### config.mk
export PLATFORM = sky130hd
export DESIGN_NAME = alarm_audio_player
export DESIGN_NICKNAME = d
export VERILOG_FILES = /design/src/rtl/alarm_audio_pkg.sv /design/src/rtl/alarm_audio_player_pwm.sv /design/src/rtl/alarm_audio_player.sv
export SDC_FILE = /design/constraint.sdc
export NUM_CORES = 1
export LEC_CHECK = 0
export CORE_UTILIZATION = 40
export DETAILED_ROUTE_END_ITERATION = 8
export GPL_ROUTABILITY_DRIVEN = 1
export SLEW_MARGIN = 20
export SYNTH_ARGS = -nofsm -noshare
export SYNTH_HDL_FRONTEND = slang
export SYNTH_SLANG_ARGS = --single-unit
### constraint.sdc
create_clock -name CLK -period 4.55 [get_ports CLK]
set_input_delay 0.91 -clock CLK [delete_from_list [all_inputs] [get_ports CLK]]
set_output_delay 0.91 -clock CLK [all_outputs]
set_load 0.1 [all_outputs]
### src/rtl/alarm_audio_pkg.sv
// ---------------------------------------------------------------------------
// alarm_audio_pkg
//   Shared types and constants for the alarm audio player.
//   - state_t        : player state (IDLE / SOUND / HOLD)
//   - TONE_HI/TONE_LO: encoding of the Tone_Sel output
//   - DEF_*          : default cycle counts for a 50 MHz clock
//   - PWM_W          : width of the volume threshold and PWM counter
//   - cnt_width()    : width of a counter that only ever holds 0..n-1
// ---------------------------------------------------------------------------
package alarm_audio_pkg;

  typedef enum logic [1:0] {
    IDLE  = 2'd0,
    SOUND = 2'd1,
    HOLD  = 2'd2
  } state_t;

  localparam logic TONE_HI = 1'b0;
  localparam logic TONE_LO = 1'b1;

  // 2 kHz / 1 kHz half periods, 250 ms segments, 500 ms tail at 50 MHz.
  localparam int DEF_HALF_HI  = 12500;
  localparam int DEF_HALF_LO  = 25000;
  localparam int DEF_SEG_CYC  = 12500000;
  localparam int DEF_HOLD_CYC = 25000000;
  localparam int DEF_WD_CYC   = 1024;

  localparam int PWM_W = 8;

  // Every counter is cleared when it reaches n-1, so $clog2(n) bits are
  // enough; a count of 1 still needs one bit to exist.
  function automatic int cnt_width(input int n);
    return (n > 1) ? $clog2(n) : 1;
  endfunction

endpackage

### src/rtl/alarm_audio_player_pwm.sv
// ---------------------------------------------------------------------------
// pwm_modulator
//   Gates a 1-bit audio level with a volume PWM. An 8-bit counter runs
//   freely (cleared only by reset); the output is registered, so it lags
//   the gate input by one cycle.
//   Ports:
//     CLK   in   clock
//     RST   in   synchronous, active-low reset
//     gate  in   square wave to be gated
//     level in   duty threshold; 0 = silent, 255 = 255/256 duty
//     pwm   out  gate & (pwm_cnt < level), registered
// ---------------------------------------------------------------------------
module pwm_modulator
  import alarm_audio_pkg::*;
(
  input  logic             CLK,
  input  logic             RST,
  input  logic             gate,
  input  logic [PWM_W-1:0] level,
  output logic             pwm
);

  logic [PWM_W-1:0] pwm_cnt_reg;
  logic             pwm_reg;

  always_ff @(posedge CLK) begin
    if (!RST) begin
      pwm_cnt_reg <= '0;
      pwm_reg     <= 1'b0;
    end else begin
      pwm_cnt_reg <= pwm_cnt_reg + PWM_W'(1);
      // Strict less-than: level 0 never asserts, level 255 misses one slot.
      pwm_reg     <= gate & (pwm_cnt_reg < level);
    end
  end

  assign pwm = pwm_reg;

endmodule

### src/rtl/alarm_audio_player.sv
// ---------------------------------------------------------------------------
// alarm_audio_player
//   Turns the alarm generator's Data level and Trig heartbeat into a
//   two-tone siren. The siren alternates between a high and a low tone
//   every SEG_CYC cycles, keeps sounding for HOLD_CYC cycles after the
//   alarm drops, and falls into HOLD with a sticky Stale flag if Trig
//   stops producing rising edges while Data is high.
//   Ports:
//     CLK       in   clock
//     RST       in   synchronous, active-low reset
//     Data      in   alarm level, 1 = alarm requested
//     Trig      in   heartbeat pulse stream
//     Volume    in   PWM duty threshold
//     Audio_Sq  out  raw siren square wave
//     Audio_PWM out  Audio_Sq gated by the volume PWM (one cycle later)
//     Active    out  1 while in SOUND or HOLD
//     Tone_Sel  out  0 = high tone, 1 = low tone
//     Stale     out  sticky: heartbeat was lost during the last alarm
//     Burst_Cnt out  IDLE->SOUND activations, saturating at 255
// ---------------------------------------------------------------------------
module alarm_audio_player
  import alarm_audio_pkg::*;
#(
  parameter int HALF_HI  = DEF_HALF_HI,
  parameter int HALF_LO  = DEF_HALF_LO,
  parameter int SEG_CYC  = DEF_SEG_CYC,
  parameter int HOLD_CYC = DEF_HOLD_CYC,
  parameter int WD_CYC   = DEF_WD_CYC
)(
  input  logic             CLK,
  input  logic             RST,
  input  logic             Data,
  input  logic             Trig,
  input  logic [PWM_W-1:0] Volume,
  output logic             Audio_Sq,
  output logic             Audio_PWM,
  output logic             Active,
  output logic             Tone_Sel,
  output logic             Stale,
  output logic [7:0]       Burst_Cnt
);

  localparam int HALF_MAX = (HALF_HI > HALF_LO) ? HALF_HI : HALF_LO;
  localparam int PH_W     = cnt_width(HALF_MAX);
  localparam int SEG_W    = cnt_width(SEG_CYC);
  localparam int HOLD_W   = cnt_width(HOLD_CYC);
  localparam int WD_W     = cnt_width(WD_CYC);

  localparam logic [PH_W-1:0]   PH_LAST_HI = PH_W'(HALF_HI - 1);
  localparam logic [PH_W-1:0]   PH_LAST_LO = PH_W'(HALF_LO - 1);
  localparam logic [SEG_W-1:0]  SEG_LAST   = SEG_W'(SEG_CYC - 1);
  localparam logic [HOLD_W-1:0] HOLD_LAST  = HOLD_W'(HOLD_CYC - 1);
  localparam logic [WD_W-1:0]   WD_LAST    = WD_W'(WD_CYC - 1);

  state_t            state_reg;
  logic [PH_W-1:0]   phase_reg;
  logic [SEG_W-1:0]  seg_reg;
  logic [HOLD_W-1:0] hold_reg;
  logic [WD_W-1:0]   wd_reg;
  logic              trig_d_reg;
  logic              sq_reg;
  logic              tone_reg;
  logic              active_reg;
  logic              stale_reg;
  logic [7:0]        burst_reg;

  logic              trig_rise;
  logic [PH_W-1:0]   phase_last;

  // Next values of the tone engine, used on every edge where the siren
  // keeps running (SOUND, HOLD and the transitions between them).
  logic [PH_W-1:0]   phase_next;
  logic [SEG_W-1:0]  seg_next;
  logic              sq_next;
  logic              tone_next;

  assign trig_rise  = Trig & ~trig_d_reg;
  assign phase_last = (tone_reg == TONE_LO) ? PH_LAST_LO : PH_LAST_HI;

  always_comb begin
    phase_next = phase_reg + PH_W'(1);
    seg_next   = seg_reg + SEG_W'(1);
    sq_next    = sq_reg;
    tone_next  = tone_reg;
    if (phase_reg == phase_last) begin
      sq_next    = ~sq_reg;
      phase_next = '0;
    end
    // A segment boundary restarts the new tone from its high half and
    // wins over a half-period toggle falling on the same edge.
    if (seg_reg == SEG_LAST) begin
      tone_next  = ~tone_reg;
      seg_next   = '0;
      phase_next = '0;
      sq_next    = 1'b1;
    end
  end

  always_ff @(posedge CLK) begin
    if (!RST) begin
      state_reg  <= IDLE;
      phase_reg  <= '0;
      seg_reg    <= '0;
      hold_reg   <= '0;
      wd_reg     <= '0;
      trig_d_reg <= 1'b0;
      sq_reg     <= 1'b0;
      tone_reg   <= TONE_HI;
      active_reg <= 1'b0;
      stale_reg  <= 1'b0;
      burst_reg  <= '0;
    end else begin
      trig_d_reg <= Trig;
      case (state_reg)
        IDLE: begin
          // A new alarm starts immediately; no heartbeat is needed yet.
          if (Data) begin
            state_reg  <= SOUND;
            active_reg <= 1'b1;
            tone_reg   <= TONE_HI;
            sq_reg     <= 1'b1;
            phase_reg  <= '0;
            seg_reg    <= '0;
            wd_reg     <= '0;
            stale_reg  <= 1'b0;
            if (burst_reg != 8'hFF) begin
              burst_reg <= burst_reg + 8'd1;
            end
          end
        end

        SOUND: begin
          phase_reg <= phase_next;
          seg_reg   <= seg_next;
          sq_reg    <= sq_next;
          tone_reg  <= tone_next;
          // Dropping Data is checked first so a normal end is never
          // reported as a lost heartbeat.
          if (!Data) begin
            state_reg <= HOLD;
            hold_reg  <= '0;
          end else if (!trig_rise && (wd_reg == WD_LAST)) begin
            state_reg <= HOLD;
            hold_reg  <= '0;
            stale_reg <= 1'b1;
          end else if (trig_rise) begin
            wd_reg <= '0;
          end else begin
            wd_reg <= wd_reg + WD_W'(1);
          end
        end

        HOLD: begin
          // Re-entry needs a fresh heartbeat edge, not just Data, and
          // takes priority over the tail running out.
          if (Data && trig_rise) begin
            state_reg <= SOUND;
            wd_reg    <= '0;
            phase_reg <= phase_next;
            seg_reg   <= seg_next;
            sq_reg    <= sq_next;
            tone_reg  <= tone_next;
          end else if (hold_reg == HOLD_LAST) begin
            state_reg  <= IDLE;
            active_reg <= 1'b0;
            sq_reg     <= 1'b0;
            tone_reg   <= TONE_HI;
            phase_reg  <= '0;
            seg_reg    <= '0;
            hold_reg   <= '0;
            wd_reg     <= '0;
          end else begin
            hold_reg  <= hold_reg + HOLD_W'(1);
            phase_reg <= phase_next;
            seg_reg   <= seg_next;
            sq_reg    <= sq_next;
            tone_reg  <= tone_next;
          end
        end

        default: begin
          state_reg  <= IDLE;
          active_reg <= 1'b0;
          sq_reg     <= 1'b0;
          tone_reg   <= TONE_HI;
        end
      endcase
    end
  end

  pwm_modulator u_pwm (
    .CLK   (CLK),
    .RST   (RST),
    .gate  (sq_reg),
    .level (Volume),
    .pwm   (Audio_PWM)
  );

  assign Audio_Sq  = sq_reg;
  assign Active    = active_reg;
  assign Tone_Sel  = tone_reg;
  assign Stale     = stale_reg;
  assign Burst_Cnt = burst_reg;

endmodule

### Word-level counts from Yosys, hierarchy flattened

Index checks and enable logic that the tools add are counted.

* flip-flop bits (word level): 98
* output and inout port bits: 13
* logic and storage cells: 102

* $add $sub $neg: 6
* order comparisons: 1
* eq/ne operators: 15
* mux-type cells: 47
* bitwise operators: 6
* reductions and logical operators: 14

Operator list (number)
* $mux W25: 4
* $mux W24: 4
* $mux W15: 6
* $pmux W24 S3: 1
* $mux W10: 6
* $pmux W25 S2: 1
* $pmux W15 S3: 1
* $pmux W10 S3: 1
* $add A25 B1 Y25 const B: 1
* $eq A25 B25 Y1 const B: 1
* $add A24 B1 Y24 const B: 1
* $eq A24 B24 Y1 const B: 1
* $add A8 B1 Y8 const B: 2
* $add A15 B1 Y15 const B: 1
* $eq A15 B15 Y1: 1
* $mux W1: 13
* $ne A2 B2 Y1 const B: 6
* $add A10 B1 Y10 const B: 1
* $eq A10 B10 Y1 const B: 1
* $mux W2: 5
* $pmux W1 S3: 3
* $reduce_and A3 Y1: 3
* $lt A8 B8 Y1: 1
* $ne A8 B8 Y1 const B: 1
* other kinds (15): 23

### Depth between registers and ports, before layout

* word-level depth: 7
* mapped depth: 11
* mapped depth without buffers: 8

### By module

Synthesis repeated with hierarchy kept, for this count alone.

* cell total of the unflattened synthesis: 630
* area total of the unflattened synthesis: 5343.9 µm²

Modules (own cells, without submodules)
* alarm_audio_player: times used 1, cells an instance 576, area each 4832.1 µm², sequential area each 1781.7 µm²
* pwm_modulator: times used 1, cells an instance 54, area each 511.7 µm², sequential area each 180.2 µm²

### Worst setup path after synthesis

No wires, ideal clock.

* kind: input-to-reg
* from: input Data
* to: register phase_reg[9]
* setup time: 0.063 ns
* data arrival time: 2.751 ns
* path slack: 1.736 ns
* cell stages on the path: 9
* cell sequence: clkbuf_1 -> nand4b_1 -> nor2b_1 -> nor4bb_1 -> buf_4 -> or2_2 -> buf_2 -> or4_1 -> nand3_1

* word-level cells in the longest chain between the ends: 3
* elaborated cells between the ends (all ways): 5
* those cells by class: eq/ne: 1; mux: 2; reduce/logical: 2

Ends and longest elaborated chain
* start, declared: line alarm_audio_player.sv:32 `input logic Data,`
* $logic_and A1 B1 Y1: line alarm_audio_player.sv:156 `if (Data && trig_rise) begin`
* $mux W15: line alarm_audio_player.sv:156
* $pmux W15 S3: line alarm_audio_player.sv:114 `case (state_reg)`
* end signal, assigned: line alarm_audio_player.sv:133 `phase_reg <= phase_next;`
* end signal, assigned: line alarm_audio_player.sv:159 `phase_reg <= phase_next;`
* end signal, assigned: line alarm_audio_player.sv:174 `phase_reg <= phase_next;`
* end, declared: line alarm_audio_player.sv:56 `logic [PH_W-1:0] phase_reg;`

Several ways; a longest one is shown, not always the timed one.
A chain may end at the register's enable or synchronous reset.

### Worst setup path in the final report

* from: register seg_reg[7]
* to: register phase_reg[10]

* word-level cells in the longest chain between the ends: 5

Ends and longest elaborated chain
* start, declared: line alarm_audio_player.sv:57 `logic [SEG_W-1:0] seg_reg;`
* start signal, assigned: line alarm_audio_player.sv:134 `seg_reg <= seg_next;`
* start signal, assigned: line alarm_audio_player.sv:160 `seg_reg <= seg_next;`
* start signal, assigned: line alarm_audio_player.sv:175 `seg_reg <= seg_next;`
* $eq A24 B24 Y1 *: line alarm_audio_player.sv:91 `if (seg_reg == SEG_LAST) begin`
* $mux W15 *: line alarm_audio_player.sv:91
* $mux W15: line alarm_audio_player.sv:163 `end else if (hold_reg == HOLD_LAST) begin`
* $mux W15: line alarm_audio_player.sv:156
* $pmux W15 S3 *: line alarm_audio_player.sv:114

Mark *: on every way between the ends. The rest lies on a longest branch, timed or not.

==> reports/qor.txt <==
outcome - complete, no violations
post-synthesis cell type count - 55
Clock Skews - 5.23 ps
H-tree Lvls - 3
share of post-route cells with drive strength above 1 - 0.0483
Mapped Area - 0.00518 mm^2
syn_nets - 674
Finished Cell Area - 0.00589 mm^2
number of flip-flops in the largest register - 25
Worst IR Drop VDD - 0.243 mV
sequential cell area fraction in the yosys report - 0.379
Post CTS Setup Buffer Count - 0
vias in the first global route - 4,241
diode count - 0
CTS Sinks - 98
final worst slack - 1370 ps
non-filler cells in the finished layout - 834
Reg area - 0.00196 mm^2
Max Fclk - 314 MHz
vias - 4,656
final worst path period share - 0.699
most common flop cell mapped by yosys - dfxtp_1
Buf+Inv Stages, Crit Path - 0
Leak - 2.07 nW
FF-to-FF Start - seg_reg[7]$_SDFFE_PN0P_
Fillers - 1,285
FF-to-FF path depth - 6
die boundary width - 116 um
hold-fix buffers at CTS - 0
fin nets - 687
Crit path largest cell delay - 830 ps
Wirelength per Cell - 14.2 um
Setup WS pre-CTS - 1160 ps
clk_lat worst skew - 350 ps
largest net degree at the start of global routing - 26
Hold Crit Endpoint - u_pwm.pwm_cnt_reg[0]$_SDFF_PN0_
final setup TNS - 0 ps
FP Rows - 41
unrepaired setup endpoints after global routing - false
commonest non-fill, non-tap cell in the layout - dfxtp_1
Fin. Hold Viols - 0
Tot Pwr - 2.34 mW
Worst R2R End - phase_reg[10]$_SDFFE_PN0P_
clock tree from TritonCTS - built
min cycle time layout - 3180 ps
Die Ht - 116 um
clock transition at the registers of the reported paths - 70 ps
WP data arrival - 3420 ps
synthesis warning total - 0
Finish-stage setup viols - 0
Mean Syn Cell Area - 8.04 um^2
CP Class - flop to flop
WHS - 462 ps
DP Wirelength - 8390 um
Crit Path Max Fanout - 24
vias per std cell - 5.58
Critical-path top delay cell - o31ai_2
pwr dens - 398 mW/mm^2
multi-input logic area - 0.00305 mm^2
RePlAce Congestion - 0.859
Routed Antenna Nets - 0
CP cell instances - or4_1, or4_4, o31ai_2, nor2_4, and3_1, a221o_1
worst hold path depth - 1
first-pass GRT wire length - 19,900 um
Worst Setup End Kind - flop
final slew viol count - 0
Core Area - 0.0126 mm^2
WP data required - 4790 ps
delay-heaviest family, CP - simple AND/OR/NAND/NOR gates
worst slew pin tran - 989 ps
nature of the critical path startpoint - flop
drt pass-1 iters - 7
Total GRT Usage - 0.187
total CTS buffers - 9
final core utilization - 0.467
DRT iter0 DRCs - 328
Max Cap Violations - 0
die area - 0.0134 mm^2
Post-synth EDFFs - 0
Area Overhead vs Synth - 13.7%
DR DRC count - 0
WL final - 11,900 um
PortBufs - 24
Synth async-reset ratio - 0
Slew headroom - 0.338
Mapped Cells - 644
starting density of the core - 0.410
clk root buf - clkbuf_16
R2R Setup Slk - 1370 ps
initial antenna violation count - 0
io pins - 25
post-cts sizing count - 0
GRT Residual Overflow - 0
placed inst area - 0.00557 mm^2
CTS Buffer Depth - 2
#FFs+latches synth - 98
HP Class - flop to flop
Placed Cells - 818
most frequent cells in the layout - dfxtp_1 (98), nand2_1 (68), nor2_1 (63)
hold_sp - u_pwm.pwm_cnt_reg[0]$_SDFF_PN0_
==> logic make-up after synthesis <==
kind of cell               count (synthesis)  share of synthesized area
DFF                                       98                      0.379
buffers and inverters                     45                     0.0362
muxes                                      8                     0.0159
and+or+nand+nor                          318                      0.322
adders and majority gates                 18                     0.0435
AOI/OAI and AO/OA                        116                      0.134
xor gates and xnor gates                  41                     0.0693
==> worst max-delay path by stage <==
| stage | startpoint | endpoint | slack (ps) | cells past startpoint |
|---|---|---|---|---|
| floorplan | Data | phase_reg[9]$_SDFFE_PN0P_ | 1740 | 9 |
| global placement | Data | phase_reg[9]$_SDFFE_PN0P_ | 1210 | 8 |
| detailed placement | Data | phase_reg[9]$_SDFFE_PN0P_ | 1160 | 8 |
| CTS | seg_reg[7]$_SDFFE_PN0P_ | phase_reg[10]$_SDFFE_PN0P_ | 1400 | 6 |
| global route | seg_reg[7]$_SDFFE_PN0P_ | phase_reg[10]$_SDFFE_PN0P_ | 1250 | 6 |
| finish | seg_reg[7]$_SDFFE_PN0P_ | phase_reg[10]$_SDFFE_PN0P_ | 1370 | 6 |
==> per-layer routing <==
metal	vias to the layer above	wire length (um)	track usage	share of wire
met2	82	5550	0.302	0.47
met1	2209	5730	0.248	0.48
li1	2349	-	-	-
met3	16	397	0.0377	0.034
met5	-	0	0	0
met4	0	177	0.0667	0.015
==> area by class of cell <==
type                            instances  area share
Inverter                               18      0.0115
Multi-Input combinational cell        501       0.517
Tap cell                              172      0.0365
Timing Repair Buffer                   29      0.0472
Clock buffer                           11      0.0412
Clock inverter                          5      0.0132
Sequential cell                        98       0.333
==> synthesized netlist by cell type, types with 14 or more instances <==
master    number  area share
nor2_1        63       0.046
dfxtp_1       98        0.38
a31oi_1       14       0.017
nand3_1       41       0.040
nor3_1        25       0.024
and3_1        18       0.022
nand4_1       25       0.030
clkbuf_1      19       0.014
xnor2_1       24       0.041
a21oi_1       24       0.023
xor2_1        17       0.029
nand2_1       68       0.049
o21ai_0       49       0.047
ha_1          18       0.043
inv_1         18       0.013
nor4_1        15       0.018
==> report_power, final <==
part	switching (mW)	internal [mW]
Sequential	0.0363	0.894
Clock	0.334	0.495
Combinational	0.418	0.167
Total	0.788	1.56
Note: power is estimated with default switching activity, not from simulation.
